<file path="src/rtl/serial_adder_pkg.sv">
// Shared types and helpers for the digit-serial adder.
package serial_adder_pkg;

   // Controller states; encoding is fixed so state decodes stay trivial.
   typedef enum logic [1:0] {
      StIdle = 2'b00,
      StRun  = 2'b01,
      StDone = 2'b10
   } state_e;

   // Digit-counter width: enough bits to count N steps, never less than one bit.
   function automatic int unsigned cnt_width(input int unsigned n);
      if (n <= 1) begin
         return 1;
      end
      return $clog2(n);
   endfunction

endpackage

</file>
<file path="src/rtl/serial_adder_digit.sv">
// adder_digit: DIGIT-bit ripple chain of full-adder cells.
// c_msb is the carry into the top bit of the digit, used for signed overflow.
module adder_digit #(
   parameter int unsigned DIGIT = 1
) (
   input  logic [DIGIT-1:0] a,
   input  logic [DIGIT-1:0] b,
   input  logic             cin,
   output logic [DIGIT-1:0] sum,
   output logic             cout,
   output logic             c_msb
);

   logic [DIGIT:0] carry;

   assign carry[0] = cin;

   for (genvar i = 0; i < DIGIT; i++) begin : g_fa
      // One full-adder cell per bit.
      assign sum[i]     = a[i] ^ b[i] ^ carry[i];
      assign carry[i+1] = (a[i] & b[i]) | (carry[i] & (a[i] ^ b[i]));
   end

   assign cout  = carry[DIGIT];
   assign c_msb = carry[DIGIT-1];

endmodule

</file>
<file path="src/rtl/serial_adder.sv">
// serial_adder: digit-serial A + B + CIN with valid/ready on both sides.
// Optional macro SERIAL_ADDER_OVF_EN adds the ovf_o port and its register.
module serial_adder
   import serial_adder_pkg::*;
#(
   parameter int unsigned WIDTH = 8,
   parameter int unsigned DIGIT = 1
) (
   input  logic             clk_i,
   input  logic             rst_ni,
   input  logic             in_valid_i,
   output logic             in_ready_o,
   input  logic [WIDTH-1:0] a_i,
   input  logic [WIDTH-1:0] b_i,
   input  logic             cin_i,
   output logic             out_valid_o,
   input  logic             out_ready_i,
   output logic [WIDTH-1:0] sum_o,
   output logic             cout_o
`ifdef SERIAL_ADDER_OVF_EN
   ,
   output logic             ovf_o
`endif
);

   localparam int unsigned DigitSafe = (DIGIT == 0) ? 1 : DIGIT;
   localparam int unsigned NSteps    = WIDTH / DigitSafe;
   localparam int unsigned CntW      = cnt_width(NSteps);
   localparam logic [CntW-1:0] LastCnt = CntW'(NSteps - 1);

   if ((WIDTH < 1) || (DIGIT < 1) || ((WIDTH % DigitSafe) != 0)) begin : g_param_err
      $error("serial_adder: WIDTH must be >= 1 and DIGIT must be >= 1 and divide WIDTH");
   end

   state_e            state_q, state_d;
   logic [WIDTH-1:0]  a_q, a_d;
   logic [WIDTH-1:0]  b_q, b_d;
   logic              c_q, c_d;
   logic [CntW-1:0]   cnt_q, cnt_d;
   logic [WIDTH-1:0]  res_q, res_d;
   logic [WIDTH-1:0]  sum_q, sum_d;
   logic              cout_q, cout_d;
`ifdef SERIAL_ADDER_OVF_EN
   logic              ovf_q, ovf_d;
`endif

   logic [DIGIT-1:0]  dig_sum;
   logic              dig_cout;
   logic              dig_c_msb;
   logic [WIDTH-1:0]  res_shift;

   adder_digit #(
      .DIGIT (DIGIT)
   ) u_digit (
      .a     (a_q[DIGIT-1:0]),
      .b     (b_q[DIGIT-1:0]),
      .cin   (c_q),
      .sum   (dig_sum),
      .cout  (dig_cout),
      .c_msb (dig_c_msb)
   );

`ifndef SERIAL_ADDER_OVF_EN
   logic unused_c_msb;
   assign unused_c_msb = dig_c_msb;
`endif

   // New digit enters the partial-result register at the MSB end; the oldest bits fall off.
   assign res_shift = WIDTH'({dig_sum, res_q} >> DIGIT);

   // Next-state and datapath update; outputs registers only load on the final step.
   always_comb begin
      state_d = state_q;
      a_d     = a_q;
      b_d     = b_q;
      c_d     = c_q;
      cnt_d   = cnt_q;
      res_d   = res_q;
      sum_d   = sum_q;
      cout_d  = cout_q;
`ifdef SERIAL_ADDER_OVF_EN
      ovf_d   = ovf_q;
`endif
      unique case (state_q)
         StIdle: begin
            if (in_valid_i) begin
               a_d     = a_i;
               b_d     = b_i;
               c_d     = cin_i;
               cnt_d   = '0;
               state_d = StRun;
            end
         end
         StRun: begin
            a_d   = a_q >> DIGIT;
            b_d   = b_q >> DIGIT;
            c_d   = dig_cout;
            res_d = res_shift;
            cnt_d = cnt_q + CntW'(1);
            if (cnt_q == LastCnt) begin
               sum_d   = res_shift;
               cout_d  = dig_cout;
`ifdef SERIAL_ADDER_OVF_EN
               // On the last step the digit's top bit is bit WIDTH-1 of the word.
               ovf_d   = dig_c_msb ^ dig_cout;
`endif
               state_d = StDone;
            end
         end
         StDone: begin
            if (out_ready_i) begin
               state_d = StIdle;
            end
         end
         default: begin
            state_d = StIdle;
         end
      endcase
   end

   // State and datapath registers, cleared asynchronously so no partial result survives reset.
   always_ff @(posedge clk_i or negedge rst_ni) begin
      if (!rst_ni) begin
         state_q <= StIdle;
         a_q     <= '0;
         b_q     <= '0;
         c_q     <= 1'b0;
         cnt_q   <= '0;
         res_q   <= '0;
         sum_q   <= '0;
         cout_q  <= 1'b0;
`ifdef SERIAL_ADDER_OVF_EN
         ovf_q   <= 1'b0;
`endif
      end else begin
         state_q <= state_d;
         a_q     <= a_d;
         b_q     <= b_d;
         c_q     <= c_d;
         cnt_q   <= cnt_d;
         res_q   <= res_d;
         sum_q   <= sum_d;
         cout_q  <= cout_d;
`ifdef SERIAL_ADDER_OVF_EN
         ovf_q   <= ovf_d;
`endif
      end
   end

   assign in_ready_o  = (state_q == StIdle);
   assign out_valid_o = (state_q == StDone);
   assign sum_o       = sum_q;
   assign cout_o      = cout_q;
`ifdef SERIAL_ADDER_OVF_EN
   assign ovf_o       = ovf_q;
`endif

endmodule

</file>
<file path="config.mk">
export PLATFORM = sky130hd
export DESIGN_NAME = serial_adder
export DESIGN_NICKNAME = d
export VERILOG_FILES = /design/src/rtl/serial_adder_pkg.sv /design/src/rtl/serial_adder_digit.sv /design/src/rtl/serial_adder.sv
export SDC_FILE = /design/constraint.sdc
export NUM_CORES = 1
export LEC_CHECK = 0
export CORE_MARGIN = 1.5
export CORE_UTILIZATION = 51
export DETAILED_ROUTE_END_ITERATION = 8
export GPL_TIMING_DRIVEN = 0
export PLACE_DENSITY = 0.78
export SYNTH_ARGS = -nofsm -noshare
export SYNTH_HDL_FRONTEND = slang
export SYNTH_HIERARCHICAL = 1
export SYNTH_SLANG_ARGS = --single-unit
export TNS_END_PERCENT = 5
</file>
<file path="constraint.sdc">
create_clock -name clk_i -period 2 [get_ports clk_i]
set_clock_uncertainty 0.05 [all_clocks]
set_input_delay 0.3 -clock clk_i [delete_from_list [all_inputs] [get_ports clk_i]]
set_output_delay 0.3 -clock clk_i [all_outputs]
set_load 0.01 [all_outputs]
</file>
==> reports/metrics.cfg <==
[status]
run_status = finished, violations left
violations = hold timing

[detailed_routing]
met3_length_um = 136
route.detailed.drc = 0
routed_via_count_divided_by_cell_count = 5.45
totalWireLength_um = 3280
final_antenna_net_count = 0
dr.pass1.iters = 4
drt_first_iter_violations = 36
routed-wl-met2_um = 1670
routed_met1_length_um = 1430
highest_layer = met4
via_count = 1238
post_detailed_route_wirelength_per_cell_um = 14.5

[clock_tree]
cts_max_path_buffers = 2
cts_inserted_buffers = 5
clock_sinks = 38
cts_root_buffer = sky130_fd_sc_hd__clkbuf_4
worstSkewPairLatency_ns = 0.34
htreeDepth = 2
cts_tree = done
clkSlewWorstSetupHoldPaths_ns = 0.11

[setup_path]
crit_arrival_ns = 1.58
critical_path.max_fanout = 10
r2r_slack_ns = 0.49
critPathLaunch = state_q[1]
path_cells = inv_2, buf_6, nor2_1, clkdlybuf4s50_1
startpoint_types = register
cp_data_required_time_ns = 1.65
critical_path.reg2reg.endpoint = sum_o[3]
critical-path-max-stage-delay_ns = 0.47
r2r_start = cnt_q[0]
rr_worst_depth = 4
crit_path_end_kind = output port
critical_path.slowest_cell = sky130_fd_sc_hd__clkdlybuf4s50_1
critical_path_class = register to output port

[global_route]
global_route.overflow_total = 0
grt_max_degree = 39
grt_usage = 0.206
antenna_found_initial = 0
grt_pass1_vias = 1189
grt_pass1_wl_um = 5450

[floorplan]
initial_core_util = 0.544
die_w_um = 60.6
io-pin-count = 32
fp.coreArea_um2 = 3100
fp.dieH_um = 60.6
num_rows = 20
die_area_um2 = 3670

[sta]
report.final.setup_viol = 0
fin_crit_ns = 1.93
final_max_slew_viol_count = 0
timing.max_slew.rel_slack = 0.459
fmax_mhz = 519
grt_setup_unrepaired = false
worst_pin_slew_ns = 0.811
setup_total_negative_slack_ns = 0
final-hold-violation-count = 20
finalCritPeriodShare = 0.964
final.hold.worst_slack_ns = -0.00920

[place]
post_dp_cell_area_um2 = 2050
buffer_ports.inserted = 31
hpwl_after_detailed_placement_um = 2320
gpl_congestion = 0.746
placed_cells = 217

[final_layout]
ratio_of_cells_with_drive_above_1_in_the_final_layout = 0.230
filler_cell_count = 256
post_route_cell_area_um2 = 2140
areaGrowthSynthToFinish_pct = 26.8
multiInputGateArea_um2 = 646
final_std_cells_w_o_fill = 227
final-seq-area_um2 = 952
final_nets = 206
antenna_cells = 0

[power]
finalPower_w = 0.00330
powerDensity_nw_per_um2 = 1540
static-leakage-power_nw = 0.955
vdd_drop_max_uv = 740

[yosys]
synthCells = 142
synth.avg_cell_area_um2 = 11.9
ys.warnings.count = 6
syn_nets = 166
netlist_area_um2 = 1690

[run]
max_cap_violations = 0

[hold_path]
min_path_type = input pin to asynchronous set/reset pin

-- worst max path at each step --
stage	end	slack (ns)	cells past startpoint
5_1_grt	out_valid_o	0.01	4
4_1_cts	out_valid_o	0.06	4
2_1_floorplan	cout_o	0.60	4
3_3_place_gp	b_q[2]	-0.22	1
3_5_place_dp	out_valid_o	0.15	4
6_report	out_valid_o	0.07	4
-- cells in the final DEF (no fill, tap or decap), types with 2 or more instances in the layout --
cell and count:
sky130_fd_sc_hd__nand3b_1 2, sky130_fd_sc_hd__nor2_1 3, sky130_fd_sc_hd__dfrtp_1 37, sky130_fd_sc_hd__clkbuf_1 2, sky130_fd_sc_hd__o22ai_1 17, sky130_fd_sc_hd__a21oi_2 3, sky130_fd_sc_hd__clkdlybuf4s50_1 29, sky130_fd_sc_hd__ha_1 2
sky130_fd_sc_hd__clkbuf_4 5, sky130_fd_sc_hd__a22o_1 2, sky130_fd_sc_hd__o21ai_0 2, sky130_fd_sc_hd__o221a_2 2, sky130_fd_sc_hd__buf_4 5, sky130_fd_sc_hd__buf_2 4, sky130_fd_sc_hd__a21oi_1 6, sky130_fd_sc_hd__a2bb2oi_1 5
sky130_fd_sc_hd__o22ai_2 3, sky130_fd_sc_hd__buf_6 2, sky130_fd_sc_hd__mux2_2 9, sky130_fd_sc_hd__nand2b_1 4, sky130_fd_sc_hd__nor2_2 2, sky130_fd_sc_hd__inv_1 3, sky130_fd_sc_hd__nand2_1 21
-- per-layer routing --
layer / global-route usage / vias up
li1: - / 596
met1: 0.254 / 608
met2: 0.352 / 29
met3: 0.0576 / 5
met4: 0.0652 / 0
met5: 0 / -
-- power by group --
| part | internal, W | switching (W) | leakage [nW] |
|---|---|---|---|
| Clock | 0.000265 | 0.000239 | 0.0395 |
| Combinational | 0.000774 | 0.000668 | 0.459 |
| Sequential | 0.00112 | 0.000228 | 0.456 |
| Total | 0.00216 | 0.00113 | 0.955 |
-- flip-flops by register name (all words and copies together) (netlist names) --
register / flops
sum_o: 8
c_q: 1
state_q: 2
b_q: 8
a_q: 8
cnt_q: 3
res_q: 7
cout_o: 1
-- what timing repair did --
item                       CTS  global route
setup buffers                2             0
hold buffers                 0             0
resized for setup            4             0
setup endpoints to repair    2             0
-- layout make-up --
type                            count  share of cell area
Inverter                            4             0.00701
Sequential cell                    38               0.445
Multi-Input combinational cell     91               0.301
Timing Repair Buffer               33               0.149
Buffer                              9              0.0374
Clock buffer                        7              0.0210
Clock inverter                      1              0.0140
Tap cell                           44              0.0257
-- through the flow --
step	setup WS (ns)	utilization	hold slack, ns
2_1_floorplan	0.600	-	-0.0456
3_3_place_gp	-0.220	0.662	0.409
3_5_place_dp	0.146	0.660	0.386
4_1_cts	0.0573	0.690	0.00817
5_1_grt	0.0131	0.690	0.0308
6_report	0.0724	0.690	-0.00920
-- worst max-delay path: cells and delay by family (launching register included) --
| family | cells | cell delay [ns] |
|---|---|---|
| buffers and inverters | 3 | 0.77 |
| DFF | 1 | 0.43 |
| and+or+nand+nor | 1 | 0.05 |
Note: power is estimated with default switching activity, not from simulation.
